==> config.mk <==
export PLATFORM = sky130hd
export DESIGN_NAME = bc_polinomio
export DESIGN_NICKNAME = d
export VERILOG_FILES = /design/src/rtl/bc_polinomio.sv
export SDC_FILE = /design/constraint.sdc
export NUM_CORES = 1
export LEC_CHECK = 0
export ABC_AREA = 1
export ABC_CLOCK_PERIOD_IN_PS = 1600
export BUFFER_PORTS_ARGS = -buffer_cell sky130_fd_sc_hd__buf_4
export CAP_MARGIN = 20
export CORE_UTILIZATION = 30
export CTS_BUF_LIST = sky130_fd_sc_hd__clkbuf_16
export CTS_CLUSTER_DIAMETER = 100
export DETAILED_ROUTE_END_ITERATION = 8
export GPL_ROUTABILITY_DRIVEN = 0
export SLEW_MARGIN = 20
export SYNTH_ARGS = -nofsm -noshare
export SYNTH_HDL_FRONTEND = slang
export SYNTH_SLANG_ARGS = --single-unit
==> constraint.sdc <==
create_clock -name clk -period 1.6 [get_ports clk]
set_input_delay 0.08 -clock clk [delete_from_list [all_inputs] [get_ports clk]]
set_output_delay 0.08 -clock clk [all_outputs]
set_load 0.02 [all_outputs]
==> src/rtl/bc_polinomio.sv <==
// -----------------------------------------------------------------------------
// bc_polinomio
//
// Control block for the polynomial datapath BO. It sequences BO's mux selects,
// ALU mode and register loads so that BO evaluates
//     Pronto = (A*x + B)*x + C
// in Horner form. A start/busy/done handshake frames each computation.
//
// Each datapath step lasts STEP_CYCLES cycles. This lets BO's ALU settle
// before the step's register load is pulsed in the step's last cycle.
//
// Parameters
//   STEP_CYCLES : cycles each datapath step is held (legal range 1..15)
//
// Ports
//   clk    in   system clock, rising edge
//   rst    in   asynchronous, active-low reset
//   start  in   request a computation; only sampled while idle
//   busy   out  high from the first step through the done cycle
//   done   out  one-cycle pulse; BO Pronto is valid while high
//   M0     out  BO constant mux select: 0=zero, 1=A, 2=B, 3=C
//   M1     out  BO ALU operand 1 select: 0=M0 out, 1=R0, 2=R1, 3=R2
//   M2     out  BO ALU operand 2 select: 0=R0, 1=M0 out, 2=R1, 3=R2
//   H      out  BO ALU mode: 1=multiply, 0=add
//   LX     out  BO R0 load (x)
//   LH     out  BO R1 load (temporary)
//   LS     out  BO R2 load (result)
//   n_res  out  completed-result count, wraps 255->0 (BC_CNT_EN only)
//
// Configuration macro
//   BC_CNT_EN : when defined, adds the n_res port and its counter.
//               When undefined, neither the port nor the logic exists.
//
// All outputs come straight from flops. Those flops are loaded from the
// decode of the *next* state and step count, so each output lines up with
// the state it belongs to and adds no extra cycle of latency.
// -----------------------------------------------------------------------------
module bc_polinomio #(
    parameter int unsigned STEP_CYCLES = 1
) (
    input  logic       clk,
    input  logic       rst,
    input  logic       start,
    output logic       busy,
    output logic       done,
    output logic [1:0] M0,
    output logic [1:0] M1,
    output logic [1:0] M2,
    output logic       H,
    output logic       LX,
    output logic       LH,
    output logic       LS
`ifdef BC_CNT_EN
    ,
    output logic [7:0] n_res
`endif
);

    // Step counter value in the last cycle of a step.
    localparam logic [3:0] LAST_STEP = 4'(STEP_CYCLES - 1);

    typedef enum logic [2:0] {
        S_IDLE  = 3'd0,
        S_LOADX = 3'd1,
        S_MULA  = 3'd2,
        S_ADDB  = 3'd3,
        S_MULX  = 3'd4,
        S_ADDC  = 3'd5,
        S_DONE  = 3'd6
    } state_t;

    // Complete set of registered controls presented to BO.
    typedef struct packed {
        logic       busy;
        logic       done;
        logic [1:0] m0;
        logic [1:0] m1;
        logic [1:0] m2;
        logic       h;
        logic       lx;
        logic       lh;
        logic       ls;
    } ctl_t;

    localparam ctl_t CTL_ZERO = ctl_t'(12'd0);

    state_t     state_r;
    state_t     stateNext_s;
    logic [3:0] stepCnt_r;
    logic [3:0] stepCntNext_s;
    logic       stepLast_s;
    ctl_t       ctlNext_s;
    ctl_t       ctl_r;

    // Returns the state that follows a datapath step.
    // Illegal inputs fall back to IDLE.
    function automatic state_t followingStep(input state_t st);
        state_t nxt;
        case (st)
            S_LOADX: nxt = S_MULA;
            S_MULA:  nxt = S_ADDB;
            S_ADDB:  nxt = S_MULX;
            S_MULX:  nxt = S_ADDC;
            S_ADDC:  nxt = S_DONE;
            default: nxt = S_IDLE;
        endcase
        return nxt;
    endfunction

    // Moore decode of the controls for a given state and step count.
    // Selects and ALU mode are held for the whole step. The step's load
    // enable fires only in its last cycle, once the ALU output has settled.
    function automatic ctl_t decodeCtl(input state_t st, input logic [3:0] cnt);
        ctl_t c;
        logic last;
        c    = CTL_ZERO;
        last = (cnt == LAST_STEP);
        case (st)
            S_IDLE: begin
                c = CTL_ZERO;
            end
            S_LOADX: begin
                c.busy = 1'b1;
                c.lx   = last;
            end
            S_MULA: begin
                c.busy = 1'b1;
                c.m0   = 2'd1;
                c.m1   = 2'd0;
                c.m2   = 2'd0;
                c.h    = 1'b1;
                c.lh   = last;
            end
            S_ADDB: begin
                c.busy = 1'b1;
                c.m0   = 2'd2;
                c.m1   = 2'd2;
                c.m2   = 2'd1;
                c.h    = 1'b0;
                c.lh   = last;
            end
            S_MULX: begin
                c.busy = 1'b1;
                c.m0   = 2'd0;
                c.m1   = 2'd2;
                c.m2   = 2'd0;
                c.h    = 1'b1;
                c.lh   = last;
            end
            S_ADDC: begin
                c.busy = 1'b1;
                c.m0   = 2'd3;
                c.m1   = 2'd2;
                c.m2   = 2'd1;
                c.h    = 1'b0;
                c.ls   = last;
            end
            S_DONE: begin
                c.busy = 1'b1;
                c.done = 1'b1;
            end
            default: begin
                c = CTL_ZERO;
            end
        endcase
        return c;
    endfunction

    assign stepLast_s = (stepCnt_r == LAST_STEP);

    // Next-state and next step-count logic.
    // The step counter restarts from zero on every state change.
    always_comb begin
        stateNext_s   = S_IDLE;
        stepCntNext_s = 4'd0;
        case (state_r)
            S_IDLE: begin
                if (start) begin
                    stateNext_s = S_LOADX;
                end else begin
                    stateNext_s = S_IDLE;
                end
            end
            S_LOADX, S_MULA, S_ADDB, S_MULX, S_ADDC: begin
                if (stepLast_s) begin
                    stateNext_s   = followingStep(state_r);
                    stepCntNext_s = 4'd0;
                end else begin
                    stateNext_s   = state_r;
                    stepCntNext_s = stepCnt_r + 4'd1;
                end
            end
            S_DONE: begin
                stateNext_s = S_IDLE;
            end
            default: begin
                stateNext_s = S_IDLE;
            end
        endcase
    end

    // Decode the controls for the next cycle so the output flops track the state.
    always_comb begin
        ctlNext_s = CTL_ZERO;
        ctlNext_s = decodeCtl(stateNext_s, stepCntNext_s);
    end

    // State and step counter registers.
    always_ff @(posedge clk or negedge rst) begin
        if (!rst) begin
            state_r   <= S_IDLE;
            stepCnt_r <= 4'd0;
        end else begin
            state_r   <= stateNext_s;
            stepCnt_r <= stepCntNext_s;
        end
    end

    // Registered control outputs.
    // Reset clears them asynchronously so BO sees no loads at once.
    always_ff @(posedge clk or negedge rst) begin
        if (!rst) begin
            ctl_r <= CTL_ZERO;
        end else begin
            ctl_r <= ctlNext_s;
        end
    end

    assign busy = ctl_r.busy;
    assign done = ctl_r.done;
    assign M0   = ctl_r.m0;
    assign M1   = ctl_r.m1;
    assign M2   = ctl_r.m2;
    assign H    = ctl_r.h;
    assign LX   = ctl_r.lx;
    assign LH   = ctl_r.lh;
    assign LS   = ctl_r.ls;

`ifdef BC_CNT_EN
    logic [7:0] nRes_r;

    // Completed-result counter.
    // It advances on the clock edge that ends each DONE cycle and wraps
    // naturally from 255 to 0.
    always_ff @(posedge clk or negedge rst) begin
        if (!rst) begin
            nRes_r <= 8'd0;
        end else if (state_r == S_DONE) begin
            nRes_r <= nRes_r + 8'd1;
        end else begin
            nRes_r <= nRes_r;
        end
    end

    assign n_res = nRes_r;
`endif

endmodule

==> results.yml, run 1 <==
grt:
  grt_usage_pct: 11.5
  grt_first_pass_wirelength_um: 2200
  antenna_found_initial: 0
  grt_max_degree: 17
  grt_pass1_vias: 543
  grt_overflow_total: 0
sta:
  post-route-period-util_pct: 90.4
  slew_violations: 0
  skew_ns: 0.000713
  hold_viol_final: 0
  max_freq_ghz: 0.691
  period_needed_ns: 1.45
  setup_viol: 0
  whs_ns: 0.234
  grt_setup_unrepaired: "no"
  setup_tns_ns: 0
clocking:
  cts_buffers: 3
  insertion_delay_ns: 0.24
  cts_tree: "yes"
  clockRootBuffer: "clkbuf_16"
  clock-sinks: 16
  htreeDepth: 1
  post_cts.repair.setup_buffers: 0
  clockBufferDepth: 2
  path_clk_slew_ns: 0.04
logic_synthesis:
  yosys_warnings: 0
  synthFlopType: "dfrtp_1"
  synth_cells: 90
  seq_area_frac_synth_pct: 51.5
  synth.most_common_cell: "nand2_1"
  synth_edf_count: 0
  synth_commonest_cells: "20 x nand2_1, 16 x dfrtp_1, 14 x inv_1, 8 x nand3_1, 8 x nor2_1"
  synth_area_leaders: "dfrtp_1 52%, nand2_1 9.7%, inv_1 6.8%"
  synth.distinct_cells: 18
  netlist.area_leader.share_pct: 51.5
  avgSynthCellArea_um2: 8.63
  netlist_area_um2: 777
  ys_ff_latch: 16
  yosys.area.top_type: "dfrtp_1"
  ys_async_sr_fraction_pct: 100
routing:
  drc_errors: 0
  drt_iter0_drc: 8
  wl_per_cell_um: 9.34
  drt-pass1-iter-count: 4
  vias: 600
  route.antenna.remaining_nets: 0
  viasPerCell: 4.48
  drt_wl_total_um: 1250
floorplanning:
  design.core.area_um2: 2450
  die_height_um: 52.9
  initial_utilization_pct: 31.7
  dieArea_um2: 2800
  die_w_um: 52.9
  std_cell_rows: 18
  pin_count: 15
place:
  dpl.hpwl_um: 980
  port_buffers: 12
worst_setup_path:
  timing.rr.end: "busy"
  rr_startpoint: "stepCnt_r[0]"
  reg2reg_slack_ns: 0.15
  path_class: "reg2reg"
  cp-start-kind: "flop"
  crit_path_end_kind: "flop"
  worst-r2r-cell-count: 11
  arrival_ns: 1.58
  crit_fanout: 6
  worst_ep_required_time_ns: 1.73
  cp-startpoint: "stepCnt_r[0]"
status:
  outcome: "finished clean"
flow_run:
  max-cap-violations: 0
cells_and_area:
  layout-drive-gt1-share_pct: 26.0
  diodes: 0
  nFillCells: 244
  syn2layout_area_growth_pct: 25.0
  nets: 111
power_and_ir_drop:
  p_leak_nw: 0.551
  worst_ir_drop_vdd_v: 0.00141
  p_per_area_nw_per_um2: 2090
worst_hold_path:
  hold_path_class: "in2async"
## layer usage
layer / share of wire, % / track usage [%] / up-vias
met5: 0 / 0 / -
met4: 1.4 / 5.70 / 0
met3: 6.1 / 4.31 / 5
met2: 46 / 18.4 / 12
met1: 46 / 13.4 / 282
li1: - / - / 301
## worst max-delay path by stage
stage / to / slack (ns) / cells after the start
floorplan: busy / 0.32 / 11
global placement: busy / 0.21 / 11
detailed placement: busy / 0.16 / 11
CTS: busy / 0.16 / 11
global route: busy / 0.001 / 11
finish: busy / 0.15 / 11
## critical path: stages (launching register included)
cell     delay [ns]
dfrtp_1        0.41
inv_1          0.07
ha_1           0.18
nand2_1        0.09
nand2_1        0.07
nand3_1        0.07
nand2_2        0.11
nand2_4        0.08
nand2_1        0.11
nand2_1        0.06
inv_1          0.05
nand2_1        0.04
## cell families (layout without fill, tap and decap cells)
| family | after synthesis | count (layout) | share of synthesized area, % |
|---|---|---|---|
| buffers and inverters | 19 | 32 | 10.6 |
| DFF | 16 | 16 | 51.5 |
| xor gates and xnor gates | 2 | 2 | 2.25 |
| other | 1 | 2 | 0.483 |
| adders and majority gates | 2 | 2 | 3.22 |
| AOI/OAI and AO/OA | 2 | 2 | 1.61 |
| and+or+nand+nor | 48 | 48 | 30.3 |
## registers in the layout, indices dropped and copies added, names as in the netlist
signal     flops
busy           1
H              1
LS             1
done           1
M2             1
state_r        3
stepCnt_r      4
LH             1
M1             1
M0             1
LX             1
## cells in the final DEF, fill, tap and decap left out
cell type	n
buf_4	12
clkbuf_16	3
conb_1	2
dfrtp_1	16
dlygate4sd3_1	1
ha_1	2
inv_1	14
inv_2	2
nand2_1	20
nand2_2	5
nand2_4	1
nand3_1	8
nand3_2	1
nand4_1	2
nand4_2	1
nor2_1	8
nor2_2	2
o211ai_1	1
o21ai_0	1
xnor2_1	2
## timing repair
| action | 4_1_cts | 5_1_grt |
|---|---|---|
| endpoints found under the hold margin | 16 | 0 |
| hold buffers | 1 | 0 |
| endpoints found under the setup margin | 0 | 0 |
| resized for setup | 0 | 0 |
## where the power goes
group          leakage [nW]  switching, W  internal [W]  total, W
clock network        0.0370      0.000136      0.000326  0.000462
logic                 0.306      0.000608      0.000338  0.000946
registers             0.208     0.0000769      0.000546  0.000623
total                 0.551      0.000821       0.00121   0.00203
## cell type report
class	instances	area, um^2	share of cell area, %
flip-flops and latches	16	400	41.2
well taps	30	37.5	3.87
multi-input cells	56	298	30.7
clock buffers	3	75.1	7.73
inverters	16	60.1	6.19
repair buffers	13	100	10.3
## stage by stage
stage	instances	util, %	setup slack [ns]	total power, W	instance area [um^2]
after CTS	134	39.6	0.160	0.00206	971
final	134	39.6	0.153	0.00203	971
after global routing	134	39.6	0.00116	0.00220	971
after floorplan	91	-	0.319	0.00131	781
after global placement	130	36.1	0.211	0.00157	886
after detailed placement	130	36.1	0.164	0.00158	886
Power figures use the tool's default switching activity.
==> run 2: changes to the inputs <==
- CORE_UTILIZATION: 30 -> 50
- PLACE_DENSITY: not set -> 0.73
- TNS_END_PERCENT: not set -> 10
==> run 2 against run 1 <==
Against the previous run:
- clock skew grew 0.0045 ns
- core utilization grew 30 points
- first-iteration DRC count increased by 100%
- final area decreased by 1.9%
- die area shrank 39%
- sequential power is 0.6% higher
- critical path depth down 1
- via count is 0.83% higher
- largest cell class unchanged
==> results.yml, run 2 (synthesized netlist as in run 1, its figures left out) <==
grt:
  grt_usage_pct: 21.7
  grt_overflow_total: 0
  grt_pass1_vias: 620
  antenna_found_initial: 0
  grt_first_pass_wirelength_um: 2760
  grt_max_degree: 17
cells_and_area:
  nets: 111
  final_cell_area_um2: 952
  regArea_um2: 400
  final_util_pct: 69.7
  multi_input_area_um2: 298
  stdcell_count: 119
  reg_top3: "stepCnt_r: 4 flops, state_r: 3 flops"
  diodes: 0
  final_common_cell: "nand2_1"
  layout-drive-gt1-share_pct: 26.9
  syn2layout_area_growth_pct: 22.5
  largest_reg_flops: 4
  nFillCells: 114
  layout_common_cells: "20 x nand2_1, 16 x dfrtp_1, 13 x inv_1"
  top_register: "stepCnt_r"
clocking:
  clock-sinks: 16
  path_clk_slew_ns: 0.05
  clockBufferDepth: 2
  cts_tree: "yes"
  clockRootBuffer: "clkbuf_16"
  insertion_delay_ns: 0.24
  post_cts.repair.setup_buffers: 0
  cts_buffers: 3
  htreeDepth: 1
sta:
  grt_setup_unrepaired: "yes"
  final.setup.worst_slack_ns: 0.152
  setup_viol: 0
  max_freq_ghz: 0.691
  skew_ns: 0.00525
  slew_violations: 0
  setup_tns_ns: 0
  hold_viol_final: 0
  post-route-period-util_pct: 90.5
  period_needed_ns: 1.45
floorplanning:
  initial_utilization_pct: 56.9
  std_cell_rows: 13
  dieArea_um2: 1720
  die_height_um: 41.4
  die_w_um: 41.4
  design.core.area_um2: 1370
  pin_count: 15
routing:
  route.antenna.remaining_nets: 0
  wl_per_cell_um: 12.7
  drt-pass1-iter-count: 4
  vias: 605
  drt_wl_total_um: 1520
  drt_iter0_drc: 16
  viasPerCell: 5.08
  drc_errors: 0
place:
  dp_cells: 115
  post_dp_cell_area_um2: 867
  port_buffers: 12
  dpl.hpwl_um: 1040
  pre_cts_slack_ns: 0.188
worst_setup_path:
  crit_fanout: 4
  cp-start-kind: "flop"
  worst_ep_required_time_ns: 1.73
  crit_path_end_kind: "flop"
  path_class: "reg2reg"
  arrival_ns: 1.58
flow_run:
  max-cap-violations: 0
status:
  outcome: "finished clean"
power_and_ir_drop:
  worst_ir_drop_vdd_v: 0.00107
  p_per_area_nw_per_um2: 2200
  p_leak_nw: 0.550
worst_hold_path:
  hold_path_class: "in2async"
## run 2: cell counts in the layout (fill, tap and decap cells not counted)
No cell type changed its count.
## run 2: per-layer routing
layer / global-route usage (%) / up-vias / share of wire [%]
li1: - / 297 / -
met1: 22.8 / 284 / 37
met2: 40.0 / 18 / 55
met3: 5.65 / 6 / 5.3
met4: 9.68 / 0 / 2.8
met5: 0 / - / 0
## run 2: metrics by stage
| step | total power (W) | hold slack (ns) |
|---|---|---|
| 5_1_grt | 0.00224 | 0.258 |
| 2_1_floorplan | 0.00131 | -0.216 |
| 3_3_place_gp | 0.00157 | -0.0573 |
| 6_report | 0.00209 | 0.228 |
| 3_5_place_dp | 0.00159 | -0.0512 |
| 4_1_cts | 0.00209 | 0.237 |
## run 2: path summary, 6_finish.rpt
check                                   from           end  slack (ns)  depth (start not counted)
min in group clk                       start    state_r[0]        0.26                          3
worst max-delay path            stepCnt_r[0]          busy        0.15                         10
worst max register to register  stepCnt_r[0]          busy        0.15                         10
worst min register to register  stepCnt_r[0]  stepCnt_r[0]        0.61                          3
max in group asynchronous                rst  stepCnt_r[3]        1.19                          2
worst min-delay path                     rst    state_r[1]        0.23                          2
## run 2: where the power goes
part | internal [W] | switching [W]
clock | 0.000327 | 0.000140
sequential | 0.000546 | 0.0000804
combinational | 0.000342 | 0.000656
## run 2: final cells by class
class	count	share of cell area, %
Timing Repair Buffer	13	10.5
Multi-Input combinational cell	56	31.3
Tap cell	15	1.97
Sequential cell	16	42.0
Inverter	16	6.31
Clock buffer	3	7.88
## run 2: critical path: stages, from the launching register on
cell and delay, ns:
dfrtp_1 0.38, inv_1 0.06, ha_1 0.23, nand3_1 0.11, nand2_1 0.09, nand2_2 0.12
inv_2 0.07, nand3_1 0.12, nand2_1 0.07, inv_1 0.05, nand2_1 0.04
## run 2: timing repair
action	CTS	global route
hold endpoints to repair	16	0
hold buffers	1	0
setup endpoints to repair	0	2
resized for setup	0	2
